`src/rtl/add_and_or_unit.sv`:
```
// add_and_or_unit: registered 64-bit ADD/AND/OR execute-stage unit with status flags.
//
// Operands and op are sampled on a rising clock edge when in_valid is high; the
// result and flags appear after that edge and out_valid pulses for one cycle.
// When in_valid is low, rd and the flags hold their values and out_valid drops.
//
// Ports:
//   clk       - clock, all state on rising edge
//   rst       - synchronous active-high reset, clears all outputs
//   in_valid  - op/rs1/rs2/cin valid this cycle
//   op        - 00 AND, 01 OR, 10 ADD, 11 invalid
//   rs1, rs2  - operands (two's complement)
//   cin       - carry-in, used by ADD only
//   rd        - registered result
//   zero      - rd == 0 (forced 0 for invalid op)
//   carry     - unsigned carry-out of ADD
//   overflow  - signed overflow of ADD
//   illegal   - op was 11
//   out_valid - rd and flags hold a new result

module add_and_or_unit #(
    parameter int unsigned WIDTH = 64
) (
    input  logic             clk,
    input  logic             rst,
    input  logic             in_valid,
    input  logic [1:0]       op,
    input  logic [WIDTH-1:0] rs1,
    input  logic [WIDTH-1:0] rs2,
    input  logic             cin,
    output logic [WIDTH-1:0] rd,
    output logic             zero,
    output logic             carry,
    output logic             overflow,
    output logic             illegal,
    output logic             out_valid
);

    localparam logic [1:0] OpAnd = 2'b00;
    localparam logic [1:0] OpOr  = 2'b01;
    localparam logic [1:0] OpAdd = 2'b10;

    // Operands are zero-padded up to a whole number of 4-bit groups so that
    // any WIDTH >= 4 works; padding bits have g = p = 0.
    localparam int unsigned NumGroups = (WIDTH + 3) / 4;
    localparam int unsigned PadWidth  = NumGroups * 4;

    logic [PadWidth-1:0] a_pad;
    logic [PadWidth-1:0] b_pad;
    logic [PadWidth-1:0] gen;
    logic [PadWidth-1:0] prop;
    logic [PadWidth:0]   c;
    logic [PadWidth-1:0] sum;

    always_comb begin
        a_pad              = '0;
        b_pad              = '0;
        a_pad[WIDTH-1:0]   = rs1;
        b_pad[WIDTH-1:0]   = rs2;
    end

    assign gen  = a_pad & b_pad;
    assign prop = a_pad ^ b_pad;
    assign c[0] = cin;

    // Each group computes its internal carries and carry-out directly from the
    // group carry-in (lookahead); group carries ripple from group to group.
    for (genvar k = 0; k < NumGroups; k++) begin : g_cla
        localparam int unsigned B = k * 4;
        logic ci;
        logic [3:0] g;
        logic [3:0] p;

        assign ci = c[B];
        assign g  = gen[B+3:B];
        assign p  = prop[B+3:B];

        assign c[B+1] = g[0] | (p[0] & ci);
        assign c[B+2] = g[1] | (p[1] & g[0]) | (p[1] & p[0] & ci);
        assign c[B+3] = g[2] | (p[2] & g[1]) | (p[2] & p[1] & g[0])
                      | (p[2] & p[1] & p[0] & ci);
        assign c[B+4] = g[3] | (p[3] & g[2]) | (p[3] & p[2] & g[1])
                      | (p[3] & p[2] & p[1] & g[0])
                      | (p[3] & p[2] & p[1] & p[0] & ci);
    end

    assign sum = prop ^ c[PadWidth-1:0];

    logic [WIDTH-1:0] rd_d;
    logic             zero_d;
    logic             carry_d;
    logic             overflow_d;
    logic             illegal_d;

    always_comb begin
        rd_d       = '0;
        zero_d     = 1'b0;
        carry_d    = 1'b0;
        overflow_d = 1'b0;
        illegal_d  = 1'b0;
        unique case (op)
            OpAnd: begin
                rd_d   = rs1 & rs2;
                zero_d = (rd_d == '0);
            end
            OpOr: begin
                rd_d   = rs1 | rs2;
                zero_d = (rd_d == '0);
            end
            OpAdd: begin
                rd_d       = sum[WIDTH-1:0];
                zero_d     = (rd_d == '0);
                // Carry into the first bit above the real operand width.
                carry_d    = c[WIDTH];
                overflow_d = (rs1[WIDTH-1] == rs2[WIDTH-1]) &&
                             (rd_d[WIDTH-1] != rs1[WIDTH-1]);
            end
            default: begin
                illegal_d = 1'b1;
            end
        endcase
    end

    logic [WIDTH-1:0] rd_q;
    logic             zero_q;
    logic             carry_q;
    logic             overflow_q;
    logic             illegal_q;
    logic             out_valid_q;

    always_ff @(posedge clk) begin
        if (rst) begin
            rd_q        <= '0;
            zero_q      <= 1'b0;
            carry_q     <= 1'b0;
            overflow_q  <= 1'b0;
            illegal_q   <= 1'b0;
            out_valid_q <= 1'b0;
        end else begin
            out_valid_q <= in_valid;
            if (in_valid) begin
                rd_q       <= rd_d;
                zero_q     <= zero_d;
                carry_q    <= carry_d;
                overflow_q <= overflow_d;
                illegal_q  <= illegal_d;
            end
        end
    end

    assign rd        = rd_q;
    assign zero      = zero_q;
    assign carry     = carry_q;
    assign overflow  = overflow_q;
    assign illegal   = illegal_q;
    assign out_valid = out_valid_q;

endmodule

```
`config.mk`:
```
export PLATFORM = sky130hd
export DESIGN_NAME = add_and_or_unit
export DESIGN_NICKNAME = d
export VERILOG_FILES = /design/src/rtl/add_and_or_unit.sv
export SDC_FILE = /design/constraint.sdc
export NUM_CORES = 1
export LEC_CHECK = 0
export CORE_MARGIN = 1
export CORE_UTILIZATION = 40
export CTS_BUF_LIST = sky130_fd_sc_hd__clkbuf_2 sky130_fd_sc_hd__clkbuf_4 sky130_fd_sc_hd__clkbuf_8
export DETAILED_ROUTE_END_ITERATION = 16
export PLACE_DENSITY = 0.68
export SETUP_SLACK_MARGIN = 0.02
export SLEW_MARGIN = 20
export SYNTH_ARGS = -nofsm -noshare
export SYNTH_HDL_FRONTEND = slang
export SYNTH_SLANG_ARGS = --single-unit
```
`constraint.sdc`:
```
create_clock -name clk -period 5.35 [get_ports clk]
set_input_delay 1.07 -clock clk [delete_from_list [all_inputs] [get_ports clk]]
set_output_delay 1.07 -clock clk [all_outputs]
set_load 0.02 [all_outputs]
```
After elaboration in Yosys (flattened, before gate mapping) --
Index checks and enable logic that the tools add are counted.
Word-level totals: word-level logic and storage cells 441, output and inout port bits 69, flip-flop bits (word level) 69, input port bits 134
Operators by class: mux-type cells 5, reduce and logical (&&, ||, !) cells 6, bitwise gates (word level) 420, equality and inequality tests 4
Operators with widths (count):
- $and 1x1->1 | 256
- $logic_not 64->1 | 3
- $pmux 64 s3 | 1
- $or 1x1->1 | 160
- $xor 64x64->64 | 2
- $and 64x64->64 | 1
- $or 64x64->64 | 1
- $mux 1 | 3
- $pmux 1 s3 | 1
- $reduce_or 3->1 | 1
- $eq 2x1->1 const B | 1
- $eq 2x2->1 const B | 1
- $logic_not 2->1 | 1
- $eq 1x1->1 | 1
- $logic_and 1x1->1 | 1
- $ne 1x1->1 | 1

Longest topological paths before layout --
depth after elaboration 40, mapped depth 23, gate-level depth less buffers 22

Worst setup path before layout --
Ideal clock, no wire load.
kind in2reg, start input port rs1[7], end register zero_q (netlist: zero), required time 5.291 ns, cell stages on the path 23, library setup time 0.059 ns, arrival 5.254 ns, setup slack 0.038 ns, path buffers 1, path through inv_1 > ha_1 > buf_2 > nand2_1 > nor3_2 > o211ai_2 > and3_4 > a211o_4 > a311oi_4 > a211oi_2 > inv_1 > a21oi_1 > fa_1 > nor4bb_1 > nand4_1 > nor3_1 > nand4b_1 > a311o_1 > a211oi_1 > nand4b_1 > nand4b_1 > nor4_2 > a31o_1
Between the ends: cells in the longest elaborated chain, start to end 37, elaborated cells on any way between the ends 129, those cells by class mux (1); bitwise (125); reduce/logical (3)
Ends and longest elaborated chain:
- from (decl) | RTL line 28 | input logic [WIDTH-1:0] rs1,
- $xor 64x64->64 | RTL line 63 | assign prop = a_pad ^ b_pad;
- $and 1x1->1, on equally long branches | RTL line 82, 83, 84
- $or 1x1->1 (tied with other cells) (2 in a row) | RTL line 82 | assign c[B+4] = g[3] | (p[3] & g[2]) | (p[3] & p[2] & g[1])
- $or 1x1->1 or $and 1x1->1 (tied branches) | RTL line 83, 84
- $or 1x1->1 | RTL line 84 | | (p[3] & p[2] & p[1] & p[0] & ci);
- $and 1x1->1 | RTL line 84
- $or 1x1->1 | RTL line 84
- $and 1x1->1 | RTL line 84
- [... 20 more ...]
- $or 1x1->1 | RTL line 84
- $and 1x1->1 | RTL line 84
- $or 1x1->1 | RTL line 84
- $and 1x1->1, on equally long branches | RTL line 78, 79, 81
- $or 1x1->1, on equally long branches | RTL line 78, 79, 81
- $xor 64x64->64 | RTL line 87 | assign sum = prop ^ c[PadWidth-1:0];
- $logic_not 64->1 | RTL line 112 | zero_d = (rd_d == '0);
- $pmux 1 s3 (*) | RTL line 101 | unique case (op)
- to (signal assigned) | RTL line 143 | zero_q <= zero_d;
- to (decl) | RTL line 125 | logic zero_q;
Mark *: on every way between the ends. The rest lies on a longest branch, timed or not. A chain may end at the register's enable or synchronous reset.

Worst setup path in the final report --
start input port rs1[21], end register zero_q (netlist: zero)
Between the ends: cells in the longest elaborated chain, start to end 28, elaborated cells on any way between the ends 107, those cells by class mux (1); bitwise (103); reduce/logical (3)
Ends and longest elaborated chain (RTL line):
- $and 64x64->64 or $xor 64x64->64 (tied branches) | 62, 103, 63
- $and 1x1->1, on equally long branches | 82, 83, 84
- $or 1x1->1 (tied with other cells) | 82
- $or 1x1->1 or $and 1x1->1 (tied branches) | 83, 84
- $or 1x1->1 | 84
- $and 1x1->1 | 84
- $or 1x1->1 | 84
- $and 1x1->1 | 84
- [... 12 more ...]
- $or 1x1->1 | 84
- $and 1x1->1 | 84
- $or 1x1->1 | 84
- $and 1x1->1, on equally long branches | 78, 79, 81
- $or 1x1->1, on equally long branches | 78, 79, 81
- $xor 64x64->64 | 87
- $logic_not 64->1 | 112
- $pmux 1 s3 (*) | 101
Marked as above.

==> impl_table.tex <==
\begin{tabular}{lr}
\hline
Metric & Value \\
\hline
\multicolumn{2}{l}{\textbf{STA}} \\
\quad Pins over their slew limit & 0 \\
\quad Final Hold Fails & 0 \\
\quad Slew of the pin with the lowest slew margin & 0.835 ns \\
\quad RSZ-0062 raised after global routing & true \\
\quad Hold Slack & 0.488 ns \\
\quad Rel. slew slack & 43.8\% \\
\quad Final setup slack of the worst path & -0.264 ns \\
\quad Highest achievable clock rate & 178 MHz \\
\quad Setup Viol. Count Final & 1 \\
\quad Largest clock skew in the final design & 0 ns \\
\quad Period minus WS final & 5.61 ns \\
\quad Share of the clock period used by the worst path & 105\% \\
\multicolumn{2}{l}{\textbf{Logic synthesis}} \\
\quad Summed instance area of the synthesized netlist & 0.00827 mm² \\
\quad Average cell area after synthesis & 7.56 µm² \\
\quad Instance count of the mapped netlist & 1095 \\
\quad Top flip-flop cell by instance count after synthesis & sky130\_fd\_sc\_hd\_\_dfxtp\_1 \\
\quad Flip-flop and latch count after synthesis & 69 \\
\quad Synthesis warning total & 0 \\
\quad Number of distinct standard cells referenced by the synthesized netlist & 84 \\
\quad Share of synthesized area occupied by flip-flops and latches & 16.7\% \\
\quad Number of enable-type register cells in the synthesized netlist & 0 \\
\quad Dominant cells by area after synthesis & sky130\_fd\_sc\_hd\_\_ha\_1 19\%, sky130\_fd\_sc\_hd\_\_dfxtp\_1 17\%, sky130\_fd\_sc\_hd\_\_inv\_1 6.5\% \\
\quad Cell type with the highest aggregate area in the netlist & sky130\_fd\_sc\_hd\_\_ha\_1 \\
\quad Async set-or-reset flop fraction in the synthesized netlist & 0\% \\
\quad Synthesized netlist net count & 1373 \\
\quad Portion of synthesized cell area occupied by the leading cell type & 19.4\% \\
\multicolumn{2}{l}{\textbf{Global route}} \\
\quad Global-route wire length before repair & 48400 µm \\
\quad Gr ovfl total & 0 \\
\quad Largest net degree at the start of global routing & 83 \\
\quad Global-route usage over all layers & 29.5\% \\
\quad Initial antenna violation count & 4 \\
\quad Vias in the first global route & 8866 \\
\multicolumn{2}{l}{\textbf{Placed design}} \\
\quad Final GP Congestion & 0.963 \\
\quad DPL Wire Length & 25700 µm \\
\quad Input/output buffers & 202 \\
\multicolumn{2}{l}{\textbf{Pwr}} \\
\quad Sw Pwr & 0.000893 W \\
\quad Switching share of total power & 39.3\% \\
\quad Leakage Power & 5.62 nW \\
\quad Sequential Power Share & 25.1\% \\
\quad Fraction of power consumed by the clock network & 23.7\% \\
\quad Comb pwr share & 51.2\% \\
\quad Max rail drop VDD & 113 µV \\
\quad Power per Cell Area & 185 mW/mm² \\
\quad Internal cell power & 0.00138 W \\
\multicolumn{2}{l}{\textbf{Clock tree}} \\
\quad Maximum number of buffers from clock root to sink & 2 \\
\quad CTS tree & yes \\
\quad CTS hold repair buffers & 0 \\
\quad H-tree depth & 3 \\
\quad Number of buffers added for setup after CTS & 0 \\
\quad Clock tree root driver cell & sky130\_fd\_sc\_hd\_\_clkbuf\_8 \\
\quad Num Clock Sinks & 69 \\
\quad Cts bufs inserted & 9 \\
\quad Clock insertion delay at the later pin of the skew report & 0.38 ns \\
\quad CTS clock-pin slew for the worst setup and hold paths & 0.10 ns \\
\multicolumn{2}{l}{\textbf{Final layout}} \\
\quad End-of-flow core utilization & 60.7\% \\
\quad Share of cells above drive strength 1 & 18.3\% \\
\quad Net total in the final layout & 1738 \\
\quad Most common cell after layout, fill and taps aside & sky130\_fd\_sc\_hd\_\_buf\_4 \\
\quad Most frequent cells in the layout & 204 x sky130\_fd\_sc\_hd\_\_buf\_4, 198 x sky130\_fd\_sc\_hd\_\_clkdlybuf4s50\_1, 143 x sky130\_fd\_sc\_hd\_\_inv\_1 \\
\quad Layout area overhead & 48.5\% \\
\multicolumn{2}{l}{\textbf{Floorplanning}} \\
\quad Area of the core region & 0.0202 mm² \\
\quad I/O pin count & 203 \\
\quad Num rows & 52 \\
\quad DIE AREA & 0.0213 mm² \\
\quad Starting utilization of the core area & 40.9\% \\
\quad Horizontal extent of the die & 146 µm \\
\quad Die Ht & 146 µm \\
\multicolumn{2}{l}{\textbf{Drt}} \\
\quad Number of routed nets with antenna violations & 0 \\
\quad Routed vias & 9506 \\
\quad Routed via count divided by cell count & 5.47 \\
\quad Iteration-0 DRC count of the detailed router & 753 \\
\quad Average routed wire per standard cell & 18.3 µm \\
\quad Detailed Routing Iterations Pass 1 & 6 \\
\quad DRC violation count after routing & 0 \\
\quad Overall routed net length & 31800 µm \\
\multicolumn{2}{l}{\textbf{Critical path}} \\
\quad Sort of element at the start of the critical path & primary input \\
\quad Crit Path Class & in2reg \\
\quad Maximum net fanout on the critical path & 4 \\
\quad Required time of the critical path & 5.70 ns \\
\quad Worst endpoint data arrival time & 5.96 ns \\
\quad Critical Path End Type & flop \\
\multicolumn{2}{l}{\textbf{Flow run}} \\
\quad Max-cap violation count & 0 \\
\multicolumn{2}{l}{\textbf{Outcome}} \\
\quad Status & finished, violations left \\
\quad Violations in the final reports & negative setup slack \\
\multicolumn{2}{l}{\textbf{Worst hold path}} \\
\quad Kind of path behind the tightest hold check & reg2reg \\
\hline
\end{tabular}
[worst max-delay path, stage by stage]
cell and delay, ns:
sky130_fd_sc_hd__clkdlybuf4s50_1 0.48, sky130_fd_sc_hd__inv_1 0.05, sky130_fd_sc_hd__ha_1 0.33, sky130_fd_sc_hd__a21o_1 0.22, sky130_fd_sc_hd__a31o_4 0.27, sky130_fd_sc_hd__a211oi_4 0.25, sky130_fd_sc_hd__and3b_1 0.30, sky130_fd_sc_hd__a211o_4 0.20
sky130_fd_sc_hd__a311oi_4 0.11, sky130_fd_sc_hd__or2_2 0.30, sky130_fd_sc_hd__fa_1 0.47, sky130_fd_sc_hd__nor4bb_2 0.27, sky130_fd_sc_hd__nand4_1 0.17, sky130_fd_sc_hd__nor3_2 0.20, sky130_fd_sc_hd__nand4b_1 0.12, sky130_fd_sc_hd__a311o_1 0.29
sky130_fd_sc_hd__a211oi_2 0.19, sky130_fd_sc_hd__nand4b_1 0.11, sky130_fd_sc_hd__nand4b_1 0.24, sky130_fd_sc_hd__nor4_2 0.15, sky130_fd_sc_hd__a31o_1 0.16
[final timing paths]
kind,start,endpoint,slack (ns),depth (start not counted)
worst max register to register,zero,zero,3.27,10
worst min-delay path,illegal,illegal,0.49,2
worst max-delay path,rs1[21],zero,-0.26,21
worst min register to register,illegal,illegal,0.49,2
[layer usage]
layer / GRT usage, % / wire length (µm)
met1: 40.3 / 14200
met2: 46.2 / 14000
met3: 5.30 / 2590
met4: 10.5 / 988
met5: 0 / 0
[layout make-up]
type / instances / area [µm²]
fillers: 1829 / 7950
repair buffers: 405 / 3530
multi-input cells: 831 / 6260
flip-flops and latches: 69 / 1380
clock inverters: 7 / 103
well taps: 270 / 338
clock buffers: 9 / 124
inverters: 144 / 541
diodes: 3 / 7.51
[state kept, by name, summed over array words and instances (netlist names)]
name / cells
rd: 64
carry: 1
illegal: 1
out_valid: 1
overflow: 1
zero: 1
[synthesized netlist by cell type, drive strengths merged, types with 5 or more instances]
master	number
inv	143
ha	128
nor2	120
o21ai	74
nand2	71
dfxtp	69
a211oi	52
a21oi	51
clkbuf	46
nand4	31
nor3	24
o221ai	23
xor2	23
xnor2	22
nor4	20
fa	16
a21o	13
nand3	12
o22ai	11
a31oi	10
a22oi	9
and2	9
and4	9
nand2b	9
nor2b	9
a211o	8
and3	6
mux2i	6
or2	6
buf	5
nand4b	5
o31a	5
[power groups by stage]
stage / Sequential, W / Combinational (W) / Clock [W]
floorplan: 0.000625 / 0.000535 / 0
global placement: 0.000583 / 0.00112 / 0
detailed placement: 0.000583 / 0.00113 / 0
CTS: 0.000572 / 0.00114 / 0.000544
global route: 0.000576 / 0.00125 / 0.000562
finish: 0.000571 / 0.00116 / 0.000539
[kinds of logic (layout without fill, tap and decap cells)]
| logic type | count (synthesis) | after routing | synth area share [%] |
|---|---|---|---|
| muxes | 6 | 6 | 0.726 |
| DFF | 69 | 69 | 16.7 |
| and+or+nand+nor | 344 | 344 | 20.7 |
| adders and majority gates | 144 | 144 | 23.2 |
| AOI/OAI and AO/OA | 292 | 292 | 24.9 |
| other | 0 | 3 | 0 |
| xor gates and xnor gates | 45 | 45 | 4.76 |
| buffers and inverters | 195 | 565 | 8.95 |
[timing repair]
action | in CTS | in global routing
pin swaps | 8 | 5
gates resized for setup | 11 | 7
endpoints found under the setup margin | 1 | 1
[per-stage QoR]
stage	cells	setup TNS [ns]	power [W]	setup slack [ns]	area [µm²]
floorplan	1095	0	0.00116	0.0376	8270
global placement	1719	-0.669	0.00170	-0.669	11900
detailed placement	1719	-0.809	0.00171	-0.809	11900
CTS	1735	-0.237	0.00226	-0.237	12200
global route	1737	-0.452	0.00238	-0.452	12300
finish	1738	-0.264	0.00227	-0.264	12300
(Power assumes the default switching activity.)
